$ cat src/rtl/load_store_unit.sv
// rtl/load_store_unit.sv - MEM-stage load/store controller in front of a 16-bit data_memory
// One request at a time: word/byte loads, word stores, byte stores via read-modify-write.
module load_store_unit #(
  parameter int DEPTH_WORDS = 256
) (
  input  logic        clock,
  input  logic        reset,
  input  logic        req_valid,
  output logic        req_ready,
  input  logic        req_we,
  input  logic        req_byte,
  input  logic        req_signed,
  input  logic [15:0] req_addr,
  input  logic [15:0] req_wdata,
  output logic        resp_valid,
  input  logic        resp_ready,
  output logic [15:0] resp_rdata,
  output logic        resp_err,
  output logic [15:0] address,
  output logic [15:0] write_data,
  output logic        mem_read,
  output logic        mem_write,
  input  logic [15:0] read_data
);

  localparam logic [15:0] DEPTH_LIM = 16'(DEPTH_WORDS);

  typedef enum logic [2:0] {
    IDLE, READ, CAPTURE, RMW_READ, RMW_MERGE, WRITE, RESP
  } state_t;

  state_t      state;
  logic        we_q, byte_q, signed_q;
  logic [15:0] addr_q, wdata_q;

  logic [15:0] req_word;
  logic        req_bad;
  logic [7:0]  lane;
  logic [15:0] load_fmt, merge;

  assign req_word = {1'b0, req_addr[15:1]};
  assign req_bad  = (!req_byte && req_addr[0]) || (req_word >= DEPTH_LIM);

  // Byte lanes are little-endian: addr[0] picks the high byte.
  assign lane = addr_q[0] ? read_data[15:8] : read_data[7:0];

  always_comb begin
    load_fmt = read_data;
    if (byte_q) load_fmt = signed_q ? {{8{lane[7]}}, lane} : {8'h00, lane};
  end

  always_comb begin
    merge = wdata_q;
    if (byte_q) merge = addr_q[0] ? {wdata_q[7:0], read_data[7:0]} : {read_data[15:8], wdata_q[7:0]};
  end

  always_ff @(posedge clock) begin
    if (reset) begin
      state      <= IDLE;
      req_ready  <= 1'b1;
      resp_valid <= 1'b0;
      resp_rdata <= '0;
      resp_err   <= 1'b0;
      address    <= '0;
      write_data <= '0;
      mem_read   <= 1'b0;
      mem_write  <= 1'b0;
      we_q       <= 1'b0;
      byte_q     <= 1'b0;
      signed_q   <= 1'b0;
      addr_q     <= '0;
      wdata_q    <= '0;
    end else begin
      case (state)
        IDLE: begin
          if (req_valid && req_ready) begin
            we_q      <= req_we;
            byte_q    <= req_byte;
            signed_q  <= req_signed;
            addr_q    <= req_addr;
            wdata_q   <= req_wdata;
            req_ready <= 1'b0;
            if (req_bad) begin
              state      <= RESP;
              resp_valid <= 1'b1;
              resp_err   <= 1'b1;
              resp_rdata <= '0;
            end else if (!req_we) begin
              state    <= READ;
              mem_read <= 1'b1;
              address  <= req_word;
            end else if (req_byte) begin
              state    <= RMW_READ;
              mem_read <= 1'b1;
              address  <= req_word;
            end else begin
              state      <= WRITE;
              mem_write  <= 1'b1;
              address    <= req_word;
              write_data <= req_wdata;
            end
          end
        end
        READ: begin
          mem_read <= 1'b0;
          address  <= '0;
          state    <= CAPTURE;
        end
        CAPTURE: begin
          resp_rdata <= we_q ? 16'h0000 : load_fmt;
          resp_valid <= 1'b1;
          state      <= RESP;
        end
        RMW_READ: begin
          mem_read <= 1'b0;
          address  <= '0;
          state    <= RMW_MERGE;
        end
        RMW_MERGE: begin
          mem_write  <= 1'b1;
          address    <= {1'b0, addr_q[15:1]};
          write_data <= merge;
          state      <= WRITE;
        end
        WRITE: begin
          mem_write  <= 1'b0;
          address    <= '0;
          write_data <= '0;
          resp_valid <= 1'b1;
          resp_rdata <= '0;
          state      <= RESP;
        end
        RESP: begin
          if (resp_ready) begin
            resp_valid <= 1'b0;
            resp_rdata <= '0;
            resp_err   <= 1'b0;
            req_ready  <= 1'b1;
            state      <= IDLE;
          end
        end
        default: state <= IDLE;
      endcase
    end
  end

endmodule

$ cat config.mk
export PLATFORM = sky130hd
export DESIGN_NAME = load_store_unit
export DESIGN_NICKNAME = d
export VERILOG_FILES = /design/src/rtl/load_store_unit.sv
export SDC_FILE = /design/constraint.sdc
export NUM_CORES = 1
export LEC_CHECK = 0
export BUFFER_PORTS_ARGS = -buffer_cell sky130_fd_sc_hd__buf_2
export CAP_MARGIN = 20
export CORE_MARGIN = 2
export CORE_UTILIZATION = 50
export DETAILED_ROUTE_END_ITERATION = 10
export GPL_TIMING_DRIVEN = 0
export PLACE_DENSITY_LB_ADDON = 0.08
export SLEW_MARGIN = 5
export SYNTH_ARGS = -nofsm -noshare
export SYNTH_HDL_FRONTEND = slang
export SYNTH_SLANG_ARGS = --single-unit
$ cat constraint.sdc
create_clock -name clock -period 2.3 [get_ports clock]
set_input_delay 0.46 -clock clock [delete_from_list [all_inputs] [get_ports clock]]
set_output_delay 0.46 -clock clock [all_outputs]
set_load 0.01 [all_outputs]
==> results.cfg <==
[timing]
fmax_ghz = 0.4726
tns_ps = 0
tightest_slew_ps = 777.9
finalCritPeriodShare_pct = 92.00
finalHoldViolCount = 0
grt_setup_unrepaired = yes
setup_viol_count_final = 0
drv_slew = 0
holdWs_ps = 325.8
finalClockSkew_ps = 12.73
setup_slack_ps = 184.0
relSlewSlack_pct = 47.83
period_needed_ps = 2116

[routing]
viasPerCell = 5.538
drtIter0Drc = 169
first_pass_iters = 4
antenna_left = 0
wl_per_cell_um = 16.43
drc = 0
routed_wirelength_um = 10910
vias = 3677

[final_layout]
regArea_um2 = 1802
instances_no_fill = 664
drive_gt1_share_pct = 30.07
antenna_cells = 0
multi_input_area_um2 = 1966
postLayoutCoreUtil_pct = 62.53
syn_to_final_growth_pct = 21.84
fin_nets = 612
num-fill-cells = 710

[yosys]
ys.flop_type = dfxtp_1
yosys.area.top_type_share_pct = 45.90
synth_area_per_cell_um2 = 8.900
synth-edff-count = 0
syn-cell-area_um2 = 3925
synthTopCellsByArea = dfxtp_1, nand2_1, a21oi_1
yosysWarnings = 0
synth-seq-area-share_pct = 45.90
syn_inst = 441
ys_types = 43
async_flop_share_pct = 0
synth_fp_nets = 496
yosys.area.top_type = dfxtp_1
synth_seq_cells = 90

[clock_network]
clkLatencyLatePin_ps = 370
cts_setup_buffers = 0
cts_made_buffers = 9
cts_tree = yes
cts-root-buf = clkbuf_8
cts_resized = 0
cts.path.max_buffers = 2
clock-sinks = 90
h-tree-depth = 3
ctsHoldBuffers = 0
clkSlewWorstSetupHoldPaths_ps = 90

[placed_design]
post-place-cells = 649
globalplace.congestion = 0.8938
portBuffers = 106
dpl.hpwl_um = 7975
place_worst_setup_slack_ps = -53.06

[run_status]
status = completed

[global_route]
antenna_found_initial = 0
overflow = 0
grt_pass1_wl_um = 17790
grt_start_max_net_pins = 17
grt_pass1_vias = 3560
gr-usage-all-layers_pct = 26.43

[die]
io_pins = 108
die_area_um2 = 8575
rows = 32
die_y_um = 92.60
die_w_um = 92.60
initial_core_util_pct = 51.33
core_um2 = 7647

[setup_path]
critPathCaptureType = register
path_max_fanout = 10
crit_type = register to register
cp-start-kind = register
arrival_ps = 2360
worstPathRequired_ps = 2540
r2r_cells = 7

[power_and_ir_drop]
comb_power_share_pct = 31.9
ir_drop_uv = 473.0
power.internal_mw = 2.730
power.density_nw_per_um2 = 901.0
clkPwrFrac_pct = 24.0
power_switching_mw = 1.579
pwr-share-seq_pct = 44.1
p_sw_share_pct = 36.64
leakagePower_nw = 2.029

[min_path]
hp-class = input pin to register
worstHoldPathCells = 3

[flow_run]
maxCapViolCount = 0
==> state kept, by name (all words and copies together), names as in the netlist, 3 cells and up <==
register and count:
addr_q 16, resp_rdata 16, wdata_q 16, write_data 16
address 15, state 3
==> placed cells by master, fill, tap and decap left out, drive strengths merged, types with 2 or more instances in the layout <==
| cell type | n |
|---|---|
| a211oi | 19 |
| a21oi | 47 |
| a221oi | 8 |
| a22oi | 22 |
| buf | 117 |
| clkbuf | 33 |
| clkinv | 2 |
| dfxtp | 90 |
| inv | 5 |
| mux2 | 9 |
| mux2i | 16 |
| nand2 | 76 |
| nand2b | 6 |
| nand3 | 2 |
| nor2 | 53 |
| nor2b | 4 |
| nor3 | 13 |
| o21a | 2 |
| o21ai | 3 |
| o2bb2ai | 16 |
| o31ai | 2 |
| o41ai | 2 |
==> layer usage <==
metal	wire length, um	vias to the layer above	global-route usage [%]
li1	-	1806	-
met4	132	0	8.209
met1	4828	1761	34.24
met2	5485	97	45.80
met3	462	13	3.417
met5	0	-	0
==> critical path: stages, from the launching register on <==
cell and delay, ps:
dfxtp_1 310, clkbuf_1 310, nor2b_1 400, a21oi_1 190, o21ai_0 180, o41ai_4 220
buf_2 240, o2bb2ai_1 150
==> cell type report <==
type / count / share of cell area, %
clock buffer: 10 / 2.878
multi-input combinational: 314 / 41.10
inverter: 2 / 0.1570
timing repair buffer: 106 / 11.09
tap: 102 / 2.669
sequential: 90 / 37.68
buffer: 34 / 3.428
clock inverter: 6 / 0.9942
==> cells by family (layout without fill, tap and decap cells) <==
family          Yosys count  count (layout)  share of synthesized area [%]
simple gates            158             158                          17.56
mux                      25              25                          6.662
flops                    90              90                          45.90
other cells               1               1                        0.09554
buf+inv                  37             158                          4.303
compound gates          130             130                          25.47
==> stage by stage <==
stage	cell area (um2)	power [mW]
after floorplan	3925	2.820
after global placement	4583	3.262
after detailed placement	4583	3.289
after CTS	4768	4.315
after global routing	4782	4.556
final	4782	4.309
==> power by group through the flow <==
| stage | clock network [mW] | registers, mW | logic [mW] |
|---|---|---|---|
| finish | 1.03 | 1.90 | 1.37 |
| global route | 1.11 | 1.93 | 1.52 |
| floorplan | 0 | 1.98 | 0.836 |
| global placement | 0 | 1.92 | 1.34 |
| detailed placement | 0 | 1.93 | 1.36 |
| CTS | 1.05 | 1.90 | 1.37 |
==> synthesized netlist by cell type (2+ instances only) <==
master and instances:
a211oi_1 6, a211oi_2 13, a21oi_1 47, a221oi_1 8
a22oi_1 22, buf_2 6, buf_4 2, buf_6 2
clkbuf_1 24, dfxtp_1 90, inv_1 2, mux2_2 9
mux2i_1 16, nand2_1 76, nand2b_1 6, nor2_1 49
nor2_2 4, nor2b_1 4, nor3_1 12, o21a_1 2
o21ai_0 3, o2bb2ai_1 16, o41ai_4 2
==> path summary, 6_finish.rpt <==
kind	slack [ps]	from	to
min	330	req_signed	signed_q
max	180	state[2]	resp_rdata[2]
min reg2reg	460	addr_q[3]	addr_q[3]
max reg2reg	180	state[2]	resp_rdata[2]
Note: power is estimated with default switching activity, not from simulation.
